## src/rtl/servo_cmd_conditioner.sv

```systemverilog
// Pushbutton conditioning (sync, debounce, press, hold-to-autorepeat) and the bounded
// position word that feeds the servo PWM stage. Index 0 is the increment button, 1 decrement.
module servo_cmd_conditioner #(
  parameter int unsigned DEB_CYCLES    = 1_000_000,
  parameter int unsigned HOLD_CYCLES   = 25_000_000,
  parameter int unsigned REPEAT_CYCLES = 5_000_000,
  parameter int unsigned POS_MIN       = 25,
  parameter int unsigned POS_MAX       = 125,
  parameter int unsigned POS_STEP      = 5,
  parameter int unsigned POS_RST       = 25,
  parameter int unsigned POS_W         = 11
) (
  input  logic             clk,
  input  logic             rst,
  input  logic             enable,
  input  logic             pb_inc,
  input  logic             pb_dec,
  output logic [POS_W-1:0] pos,
  output logic             step_inc,
  output logic             step_dec,
  output logic             at_min,
  output logic             at_max
);

  localparam int unsigned DebW   = $clog2(DEB_CYCLES) + 1;
  localparam int unsigned TmrMax = (HOLD_CYCLES > REPEAT_CYCLES) ? HOLD_CYCLES : REPEAT_CYCLES;
  localparam int unsigned TmrW   = $clog2(TmrMax) + 1;
  localparam int unsigned PosXW  = POS_W + 1;

  localparam logic [DebW-1:0]  DebLast    = DebW'(DEB_CYCLES - 1);
  localparam logic [DebW-1:0]  DebOne     = DebW'(1);
  // Timers load N-1 so the request lands exactly N cycles after the previous one.
  localparam logic [TmrW-1:0]  HoldLoad   = TmrW'(HOLD_CYCLES - 1);
  localparam logic [TmrW-1:0]  RepeatLoad = TmrW'(REPEAT_CYCLES - 1);
  localparam logic [TmrW-1:0]  TmrOne     = TmrW'(1);
  localparam logic [PosXW-1:0] PosMinX    = PosXW'(POS_MIN);
  localparam logic [PosXW-1:0] PosMaxX    = PosXW'(POS_MAX);
  localparam logic [PosXW-1:0] PosStepX   = PosXW'(POS_STEP);
  localparam logic [POS_W-1:0] PosMin     = POS_W'(POS_MIN);
  localparam logic [POS_W-1:0] PosMax     = POS_W'(POS_MAX);
  localparam logic [POS_W-1:0] PosRst     = POS_W'(POS_RST);

  typedef enum logic [1:0] {StIdle, StHold, StRepeat} btn_state_e;

  logic [1:0]       raw;
  logic [1:0]       sync1_q, sync2_q;
  logic [1:0]       stable_q, stable_d;
  logic [1:0]       fall_q, fall_d;
  logic [1:0]       req_q, req_d;
  logic [DebW-1:0]  deb_cnt_q [2];
  logic [DebW-1:0]  deb_cnt_d [2];
  logic [TmrW-1:0]  tmr_q [2];
  logic [TmrW-1:0]  tmr_d [2];
  btn_state_e       state_q [2];
  btn_state_e       state_d [2];

  logic [POS_W-1:0] pos_q, pos_d;
  logic             step_inc_q, step_inc_d;
  logic             step_dec_q, step_dec_d;
  logic             inc_req, dec_req;
  logic [PosXW-1:0] pos_ext, pos_up, pos_dn;

  assign raw = {pb_dec, pb_inc};

  always_ff @(posedge clk or negedge rst) begin
    if (!rst) begin
      sync1_q    <= 2'b11;
      sync2_q    <= 2'b11;
      stable_q   <= 2'b11;
      fall_q     <= 2'b00;
      req_q      <= 2'b00;
      for (int i = 0; i < 2; i++) begin
        deb_cnt_q[i] <= '0;
        tmr_q[i]     <= '0;
        state_q[i]   <= StIdle;
      end
      pos_q      <= PosRst;
      step_inc_q <= 1'b0;
      step_dec_q <= 1'b0;
    end else begin
      sync1_q    <= raw;
      sync2_q    <= sync1_q;
      stable_q   <= stable_d;
      fall_q     <= fall_d;
      req_q      <= req_d;
      for (int i = 0; i < 2; i++) begin
        deb_cnt_q[i] <= deb_cnt_d[i];
        tmr_q[i]     <= tmr_d[i];
        state_q[i]   <= state_d[i];
      end
      pos_q      <= pos_d;
      step_inc_q <= step_inc_d;
      step_dec_q <= step_dec_d;
    end
  end

  // Debounce: the level flips only after DEB_CYCLES consecutive disagreeing samples.
  always_comb begin
    stable_d = stable_q;
    fall_d   = 2'b00;
    for (int i = 0; i < 2; i++) begin
      deb_cnt_d[i] = deb_cnt_q[i];
      if (sync2_q[i] == stable_q[i]) begin
        deb_cnt_d[i] = '0;
      end else if (deb_cnt_q[i] == DebLast) begin
        deb_cnt_d[i] = '0;
        stable_d[i]  = sync2_q[i];
        fall_d[i]    = ~sync2_q[i];
      end else begin
        deb_cnt_d[i] = deb_cnt_q[i] + DebOne;
      end
    end
  end

  // Press / autorepeat FSM per button; only a fresh debounced 1->0 edge starts a press.
  always_comb begin
    req_d = 2'b00;
    for (int i = 0; i < 2; i++) begin
      state_d[i] = state_q[i];
      tmr_d[i]   = tmr_q[i];
      if (!enable) begin
        state_d[i] = StIdle;
        tmr_d[i]   = '0;
      end else begin
        unique case (state_q[i])
          StIdle: begin
            if (fall_q[i]) begin
              state_d[i] = StHold;
              tmr_d[i]   = HoldLoad;
              req_d[i]   = 1'b1;
            end
          end
          StHold, StRepeat: begin
            if (stable_q[i]) begin
              state_d[i] = StIdle;
              tmr_d[i]   = '0;
            end else if (tmr_q[i] == '0) begin
              state_d[i] = StRepeat;
              tmr_d[i]   = RepeatLoad;
              req_d[i]   = 1'b1;
            end else begin
              tmr_d[i] = tmr_q[i] - TmrOne;
            end
          end
          default: begin
            state_d[i] = StIdle;
            tmr_d[i]   = '0;
          end
        endcase
      end
    end
  end

  assign inc_req = req_q[0] & enable;
  assign dec_req = req_q[1] & enable;
  assign pos_ext = {1'b0, pos_q};
  assign pos_up  = pos_ext + PosStepX;
  assign pos_dn  = pos_ext - PosStepX;

  // Simultaneous requests cancel; out-of-range steps are dropped rather than clamped.
  always_comb begin
    pos_d      = pos_q;
    step_inc_d = 1'b0;
    step_dec_d = 1'b0;
    if (inc_req && !dec_req) begin
      if (pos_up <= PosMaxX) begin
        pos_d      = pos_up[POS_W-1:0];
        step_inc_d = 1'b1;
      end
    end else if (dec_req && !inc_req) begin
      if (pos_ext >= PosMinX + PosStepX) begin
        pos_d      = pos_dn[POS_W-1:0];
        step_dec_d = 1'b1;
      end
    end
  end

  assign pos      = pos_q;
  assign step_inc = step_inc_q;
  assign step_dec = step_dec_q;
  assign at_min   = (pos_q == PosMin);
  assign at_max   = (pos_q == PosMax);

endmodule

```

## config.mk

```make
export PLATFORM = sky130hd
export DESIGN_NAME = servo_cmd_conditioner
export DESIGN_NICKNAME = d
export VERILOG_FILES = /design/src/rtl/servo_cmd_conditioner.sv
export SDC_FILE = /design/constraint.sdc
export NUM_CORES = 1
export LEC_CHECK = 0
export ABC_CLOCK_PERIOD_IN_PS = 3700
export BUFFER_PORTS_ARGS = -buffer_cell sky130_fd_sc_hd__buf_2
export CAP_MARGIN = 30
export CORE_UTILIZATION = 43
export CTS_CLUSTER_SIZE = 24
export DETAILED_ROUTE_END_ITERATION = 7
export SYNTH_ARGS = -nofsm -noshare
export SYNTH_HDL_FRONTEND = slang
export SYNTH_SLANG_ARGS = --single-unit
```

## constraint.sdc

```tcl
create_clock -name clk -period 3.7 [get_ports clk]
set_input_delay 0.37 -clock clk [delete_from_list [all_inputs] [get_ports clk]]
set_output_delay 0.37 -clock clk [all_outputs]
set_load 0.01 [all_outputs]
```

======== After elaboration in Yosys (flattened, before gate mapping) ========
Index checks and enable logic that the tools add are counted.
W data, S select, Z words.
storage, ports and cells
  output and inout port bits .............. 15
  flip-flop bits (word level) ............. 121
operators by class
  magnitude comparators ................... 2
  add/subtract/negate cells ............... 6
  multiplexer cells ....................... 47
  reductions and logical operators ........ 17
  eq/ne operators ......................... 15
  bitwise logic cells ..................... 6
operator list
  cell                     number
  $mux W26                 8
  $pmux W26 S2             2
  $mux W21                 4
  $logic_not A26 Y1        2
  $sub A26 B1 Y26 const B  2
  $mux W11                 4
  $add A21 B1 Y21 const B  2
  $eq A21 B20 Y1 const B   2
  $mux W1                  17
  $mux W2                  8
  $add A11 B3 Y12 const B  1
  $le A12 B7 Y1 const B    1
  $eq A11 B5 Y1 const B    1
  $eq A11 B7 Y1 const B    1
  $ge A11 B5 Y1 const B    1
  $sub A11 B3 Y11 const B  1
  $ne A4 B4 Y1 const B     2
  $pmux W2 S2              2
  $reduce_and A2 Y1        4
  $ne A3 B3 Y1 const B     2
  $eq A2 B1 Y1 const B     2
  $eq A2 B2 Y1 const B     2
  $logic_not A2 Y1         2
  $not A1 Y1               4
  other kinds (9)          16

======== Depth between registers and ports, before layout ========
Gate-level depths: netlist of run 1.
  depth in word-level cells ............... 5
  depth in mapped cells ................... 10
  depth with buffers taken out ............ 8

======== Worst setup path before layout of run 1 ========
OpenSTA, ideal clock, no wires.
  path type ............................... input to register
  from .................................... input enable
  to ...................................... register pos_q[6], in the netlist pos[6]
  buffers on the path ..................... 2
  library setup time ...................... 131 ps
  cell stages on the path ................. 10
  required time ........................... 3569 ps
  setup slack ............................. 1185 ps
  data arrival time ....................... 2384 ps
  path through ............................ clkbuf_1 nand2_1 inv_1 ha_1 clkbuf_1 nand3_1 or3b_2 a31o_2 a221oi_1 nand3_1
on the way
  longest elaborated chain between the ends .. 5
  elaborated cells on any way between the ends .. 11
  those cells by class .................... 1 x eq/ne; 1 x mux; 2 x bitwise; 7 x reduce/logical
ends and longest elaborated chain
  what                                                                 RTL line  text
  start, declared                                                      15        input logic enable,
  $and A1 B1 Y1 (on tied branches)                                     155, 154
  $logic_not A1 Y1 (on tied branches)                                  165, 170
  $logic_and A1 B1 Y1 (on tied branches)                               165, 170
  $ne A2 B1 Y1 (no source line) or $reduce_bool A2 Y1 (tied branches)  -
  $reduce_and A3 Y1 (no source line)                                   -
  end signal, assigned                                                 77        pos_q <= PosRst;
  end signal, assigned                                                 91        pos_q <= pos_d;
  end, declared                                                        57        logic [POS_W-1:0] pos_q, pos_d;
Several ways; a longest one is shown, not always the timed one.
A chain may end at the register's enable or synchronous reset.

======== Final worst setup path of run 1 ========
  from .................................... register tmr_q[26] in the netlist's numbering
  to ...................................... register tmr_q[51] in the netlist's numbering
on the way
  longest elaborated chain between the ends .. 5
  elaborated cells on any way between the ends .. 6
  those cells by class .................... 1 x add/sub; 4 x mux; 1 x reduce/logical
ends and longest elaborated chain
  what                                                  RTL line  text
  start, declared                                       52        logic [TmrW-1:0] tmr_q [2];
  start signal, assigned by index                       88        tmr_q[i] <= tmr_d[i];
  $sub A26 B1 Y26 or $logic_not A26 Y1 (tied branches)  142, 137
  $mux W26 (*)                                          137       end else if (tmr_q[i] == '0) begin
  $mux W26 (*)                                          134       if (stable_q[i]) begin
  $pmux W26 S2 (*)                                      125       unique case (state_q[i])
  $mux W26 (*)                                          121       if (!enable) begin
Mark *: on every way between the ends. The rest lies on a longest branch, timed or not.

==> metrics.cfg, run 1 <==
[clocking]
cts.sink_count = 121
cts_hold_buffers = 0
cts_htree_levels = 4
cts_made_buffers = 17
postCtsResizedCells = 0
max-clock-path-buffers = 2
clk-insertion-delay-late_ps = 430
cts_tree = yes
cts_root_buf = clkbuf_16
postCtsSetupRepairBufs = 0
clk_slew_on_worst_s_h_paths_ps = 60

[grt]
vias_in_the_first_global_route = 6165
grt_max_degree = 64
first_pass_grt_wire_length_microns = 29500
grtUsageTotal_pct = 22.1
number_of_antenna_violations_at_the_first_check_in_global_routing = 0
grt.overflow.total = 0

[setup_path]
worst-path-max-fanout = 10
cp_data_arrival_time_ps = 2960
crit_type = flip-flop to flip-flop
cp.required_ps = 3990
crit_path_end_kind = flip-flop
start_kind = flip-flop

[drt]
post_drt_wl_per_cell_microns = 16.7
detailedRoute.firstIterationViolations = 662
vias_per_cell = 6.07
total_detailed_routing_wirelength_microns = 17400
num_vias = 6316
ant_nets = 0
detailedRoute.firstPassIterationCount = 5
drcViolationCount = 0

[place]
globalplace.congestion = 0.888
buffers_added_on_ports = 19
dp_hpwl_microns = 11500
placement.setup.worst_slack_ps = 877

[synth]
netlist.area_leader.share_pct = 39.4
ys_dominant_reg_cell = dfrtp_1
synth_seq_cells = 121
ys_seq_area_share_pct = 42.7
synth_warnings = 0
synthesis.instances = 806
netlist-cell-type-count = 73
yosys.cell_count.top_type = dfrtp_1
post_synth.cell_area_avg_sq_um = 8.82
postSynth.asyncResetShare_pct = 100
top_cells_by_area_in_the_synthesized_netlist = dfrtp_1 (39%), nor2_1 (4.6%), dfstp_2 (3.3%), nand2_1 (3.3%), nand3_1 (3.2%)
post_synth_instance_area_sq_um = 7110
yosys-top-cells-count = dfrtp_1 (112), nor2_1 (88), nand2_1 (63), nand3_1 (46), a21oi_1 (40)
synth_nets = 827
edff_count_synth = 0
netlist.top_cell.by_area = dfrtp_1

[sta]
fmax_mhz = 373
final_max_slew_viols = 0
worst_clock_skew_ps = 8.43
worst_slack_ps = 1020
final-hold-violation-count = 0
totalNegativeSetupSlack_ps = 0
finalSetupViolations = 0
slew_headroom_pct = 46.5
post-route-min-period_ps = 2680
fin_worst_hold_slack_ps = 26.0
grt_setup_unrepaired = no
final.period_utilization_pct = 72.4
tightest_pin_transition_ps = 802

[die]
io_pins = 20
die_x_microns = 131
fp-row-count = 46
chipHeight_microns = 131
effective_utilization_at_floorplan_pct = 44.4
design.die.area_sq_um = 17100
core_area_sq_um = 16000

[finish]
flow.area_growth_from_synthesis_pct = 12.2
drive_gt1_share_pct = 9.95
design.final.nets = 832
layout.core_utilization_pct = 49.8
n_antenna_cell = 0

[power]
power.density_cell_area_nw_per_um2 = 526
vdd_ir_drop_max_mv = 0.331
power.static_leakage_nw = 3.47

[status]
run_status = completed

[run]
drv_cap = 0

[hold_path]
classification_of_the_worst_slack_hold_path = input pin to asynchronous set/reset pin

-- worst max-delay path, cell delays in order, from the launching register on --
cell and delay, ps:
dfrtp_1 420, inv_1 70, ha_1 170, nor3b_1 490
and2_0 380, nand4_1 390, buf_4 330, a41oi_1 210
a31oi_1 60
-- sequential cells by signal, indices dropped and copies added, names as in the netlist --
name       flops
pos           11
state_q        4
step_dec       1
step_inc       1
sync2_q        2
sync1_q        2
req_q          2
tmr_q         52
stable_q       2
fall_q         2
deb_cnt_q     42
-- power by group --
| group | total [mW] | switching [mW] | internal (mW) |
|---|---|---|---|
| Clock | 1.65 | 0.640 | 1.01 |
| Sequential | 1.53 | 0.101 | 1.42 |
| Combinational | 1.02 | 0.654 | 0.370 |
| Total | 4.20 | 1.40 | 2.80 |
-- cells by family (layout without fill, tap and decap cells) --
logic type	count (synthesis)	in the layout	synth area share [%]
DFF	121	121	42.7
AOI/OAI and AO/OA	180	180	17.1
xor gates and xnor gates	47	47	5.79
and+or+nand+nor	374	374	27.5
adders and majority gates	16	16	2.82
buffers and inverters	64	82	3.43
muxes	4	4	0.616
-- worst paths after layout --
path                            start         end  slack [ps]  cells past startpoint
hold / removal                    rst   tmr_q[30]          30                      1
setup reg to reg            tmr_q[26]   tmr_q[51]        1020                      8
setup / recovery            tmr_q[26]   tmr_q[51]        1020                      8
max in group asynchronous         rst  sync2_q[1]        2820                      2
hold reg to reg            sync1_q[0]  sync2_q[0]         350                      0
min in group clk               pb_inc  sync1_q[0]          40                      1
-- cells in the final DEF, fill, tap and decap left out, drive strengths merged, types with 4 or more instances in the layout --
cell type  count
a211o          7
a21oi         40
a221oi         4
a31oi         13
and2           8
and3          15
and4           6
buf           26
clkbuf        18
clkinv         7
dfrtp        112
dfstp          9
ha            16
inv           26
nand2         63
nand2b         4
nand3         47
nand4         34
nor2          88
nor2b          7
nor3          35
nor4          22
o211ai        18
o21a           5
o21ai         38
o311ai         7
o31a           4
o31ai          4
or3           17
or4            8
xnor2         21
xor2          26
-- layout make-up --
cell class | count | area [sq um]
multi-input combinational | 621 | 3830
clock buffer | 18 | 439
inverter | 24 | 90.1
tap | 216 | 270
fill | 1557 | 8030
sequential | 121 | 3040
timing repair buffer | 26 | 163
clock inverter | 14 | 146
-- metrics by stage --
step | total power [mW] | std cells | instance area [sq um]
4_1_cts | 4.22 | 1040 | 7980
5_1_grt | 4.41 | 1040 | 7980
6_report | 4.20 | 1040 | 7980
2_1_floorplan | 2.31 | 806 | 7110
3_3_place_gp | 2.52 | 1008 | 7390
3_5_place_dp | 2.55 | 1008 | 7390
-- routing by layer --
| layer | track usage (%) | wire, microns | up-vias |
|---|---|---|---|
| li1 | - | - | 3019 |
| met1 | 28.3 | 8050 | 3085 |
| met2 | 36.1 | 8300 | 189 |
| met3 | 4.97 | 795 | 23 |
| met4 | 9.06 | 248 | 0 |
| met5 | 0 | 0 | - |
Power figures use the tool's default switching activity.
==> run 2, diff against run 1 <==
Settings changed: ABC_AREA set to 1, ABC_CLOCK_PERIOD_IN_PS 3700 to 2500.
Clock period 3.7 ns to 2.5 ns, I/O delays scaled along.
==> metrics.cfg, run 2 <==
[clocking]
max-clock-path-buffers = 2
cts_root_buf = clkbuf_16
clk-insertion-delay-late_ps = 420
cts_htree_levels = 4
cts.sink_count = 121
cts_made_buffers = 17
clk_slew_on_worst_s_h_paths_ps = 60
cts_tree = yes

[finish]
multi_input_comb_area_sq_um = 3780
drive_gt1_share_pct = 9.51
mostFrequentLayoutCell = nand2_1
commonest_cells_after_routing_fill_and_taps_aside = nand2_1 (230), nor2_1 (161), inv_1 (134)
fill_cells = 1673
largest_register_ffs = 52
design.final.nets = 1080
n_antenna_cell = 0
layout.core_utilization_pct = 50.3
layout.cell_area.non_filler_sq_um = 8410
flow.area_growth_from_synthesis_pct = 13.4
top_register = tmr_q
post_layout_nonfiller_instances = 1292
ff_latch_area_sq_um = 3040

[drt]
drcViolationCount = 0
detailedRoute.firstPassIterationCount = 5
vias_per_cell = 5.12
detailedRoute.firstIterationViolations = 522
ant_nets = 0
post_drt_wl_per_cell_microns = 13.7
num_vias = 6617
total_detailed_routing_wirelength_microns = 17800

[place]
globalplace.congestion = 0.899
buffers_added_on_ports = 19
dp_hpwl_microns = 13100
placement.setup.worst_slack_ps = 364
dp_cells = 1257
dpl-instance-area_sq_um = 7790

[grt]
grtUsageTotal_pct = 21.4
number_of_antenna_violations_at_the_first_check_in_global_routing = 0
vias_in_the_first_global_route = 6256
grt_max_degree = 51
grt.overflow.total = 0
first_pass_grt_wire_length_microns = 30400

[sta]
finalSetupViolations = 0
final.period_utilization_pct = 86.2
final-hold-violation-count = 0
post-route-min-period_ps = 2150
worst_clock_skew_ps = 8.31
final_max_slew_viols = 0
slew_headroom_pct = 66.9
fin_worst_hold_slack_ps = 171
grt_setup_unrepaired = no
tightest_pin_transition_ps = 497
fmax_mhz = 464
worst_slack_ps = 345
totalNegativeSetupSlack_ps = 0

[setup_path]
critical_path.cell_chain = inv_1 > ha_1 > nand2_1 > nor2_2 > nand3_1 > nor2_2 > nand3_1 > nand3_1 > nand2_1 > nand2_1 > nor2_1
slowest_delay_ps = 360
crit_path_end_kind = flip-flop
cp_data_arrival_time_ps = 2450
start_kind = flip-flop
worst-path-max-fanout = 6
critical_path_buf_inv_count = 1
critical_path.top_delay_family = simple AND/OR/NAND/NOR gates
slowest_stage = dfrtp_1
crit_type = flip-flop to flip-flop
cp.required_ps = 2800

[synth]
synth_adder_area_share_pct = 2.70
synth_top_family_by_area = simple AND/OR/NAND/NOR gates
synthesis.instances = 1022
postSynth.asyncResetShare_pct = 100
synth_seq_cells = 121
post_synth.cell_area_avg_sq_um = 7.26
top_cells_by_area_in_the_synthesized_netlist = dfrtp_1 (38%), nand2_1 (12%), nor2_1 (8.1%), inv_1 (6.8%), nand3_1 (5.9%)
netlist-cell-type-count = 44
edff_count_synth = 0
synthMuxAreaShare_pct = 0
synth_nets = 1043
yosys.area_share.xor_xnor_pct = 6.02
netlist.area_leader.share_pct = 37.8
post_synth_instance_area_sq_um = 7420
synth_compound_area_share_pct = 7.74
ys_seq_area_share_pct = 41.0
synth_warnings = 0
netlist.top_cell.by_area = dfrtp_1
ys_dominant_reg_cell = dfrtp_1
yosys.cell_count.top_type = nand2_1
yosys-top-cells-count = nand2_1 (230), nor2_1 (161), inv_1 (134), dfrtp_1 (112), nand3_1 (88)
post_synth_simple_gate_area_pct = 34.5

[hold_path]
classification_of_the_worst_slack_hold_path = input pin to flip-flop

[die]
io_pins = 20
fp-row-count = 47
die_x_microns = 133
chipHeight_microns = 133
design.die.area_sq_um = 17800
effective_utilization_at_floorplan_pct = 44.4
core_area_sq_um = 16700

[power]
power.total_mw = 9.75
power.static_leakage_nw = 4.08
power.density_cell_area_nw_per_um2 = 1160
vdd_ir_drop_max_mv = 0.557

[run]
drv_cap = 0

[status]
run_status = completed

-- run 2: cell types whose count changed after synthesis, moves of 12 or more --
| cell | delta |
|---|---|
| or3_1 | -14 |
| nand3_1 | +42 |
| and3_1 | -15 |
| nand2_1 | +167 |
| a21oi_1 | -18 |
| inv_1 | +110 |
| xnor2_1 | -12 |
| clkbuf_1 | -28 |
| nor4_1 | -15 |
| xor2_1 | +16 |
| nor2_1 | +73 |
-- run 2: final timing paths --
check | start | endpoint | slack, ps | depth (start not counted)
max reg2reg | tmr_q[0] | tmr_q[15] | 350 | 11
min reg2reg | sync1_q[0] | sync2_q[0] | 360 | 0
max in group asynchronous | rst | stable_q[0] | 1360 | 3
max | tmr_q[0] | tmr_q[15] | 350 | 11
min | enable | state_q[1] | 170 | 3
min in group asynchronous | rst | pos[7] | 330 | 2
-- run 2: layout make-up --
| cell class | count | area share, % |
|---|---|---|
| sequential | 121 | 36.1 |
| multi-input combinational | 748 | 44.9 |
| clock buffer | 17 | 5.06 |
| inverter | 139 | 6.21 |
| clock inverter | 15 | 1.95 |
| timing repair buffer | 32 | 2.46 |
| tap | 220 | 3.27 |
-- run 2: cell families (layout without fill, tap and decap cells) --
logic type | after synthesis | in the layout
buffers and inverters | 153 | 203
and+or+nand+nor | 580 | 580
DFF | 121 | 121
xor gates and xnor gates | 51 | 51
adders and majority gates | 16 | 16
AOI/OAI and AO/OA | 101 | 101
-- run 2: worst min-delay path, stage by stage --
cell	delay [ps]
buf_2	150
nand2_1	70
o21ai_0	70
-- run 2: what timing repair did --
| item | CTS | global route |
|---|---|---|
| endpoints found under the hold margin | 47 | 0 |
| hold buffers | 3 | 0 |
| buffers inserted | 0 | 0 |
| resized for setup | 0 | 0 |
-- run 2: metal layers --
layer | global-route usage (%) | part of all wire (%) | vias to the layer above | wire (microns)
met5 | 0 | 0 | - | 0
met4 | 6.00 | 1.2 | 0 | 205
met3 | 4.41 | 4.3 | 19 | 771
met2 | 35.3 | 47 | 149 | 8360
met1 | 28.5 | 47 | 3081 | 8430
li1 | - | - | 3368 | -
-- run 2: where the power goes --
| group | switching (mW) | internal (mW) | leakage (nW) |
|---|---|---|---|
| combinational | 2.90 | 1.48 | 2.19 |
| clock | 0.985 | 1.49 | 0.279 |
| sequential | 0.505 | 2.39 | 1.61 |
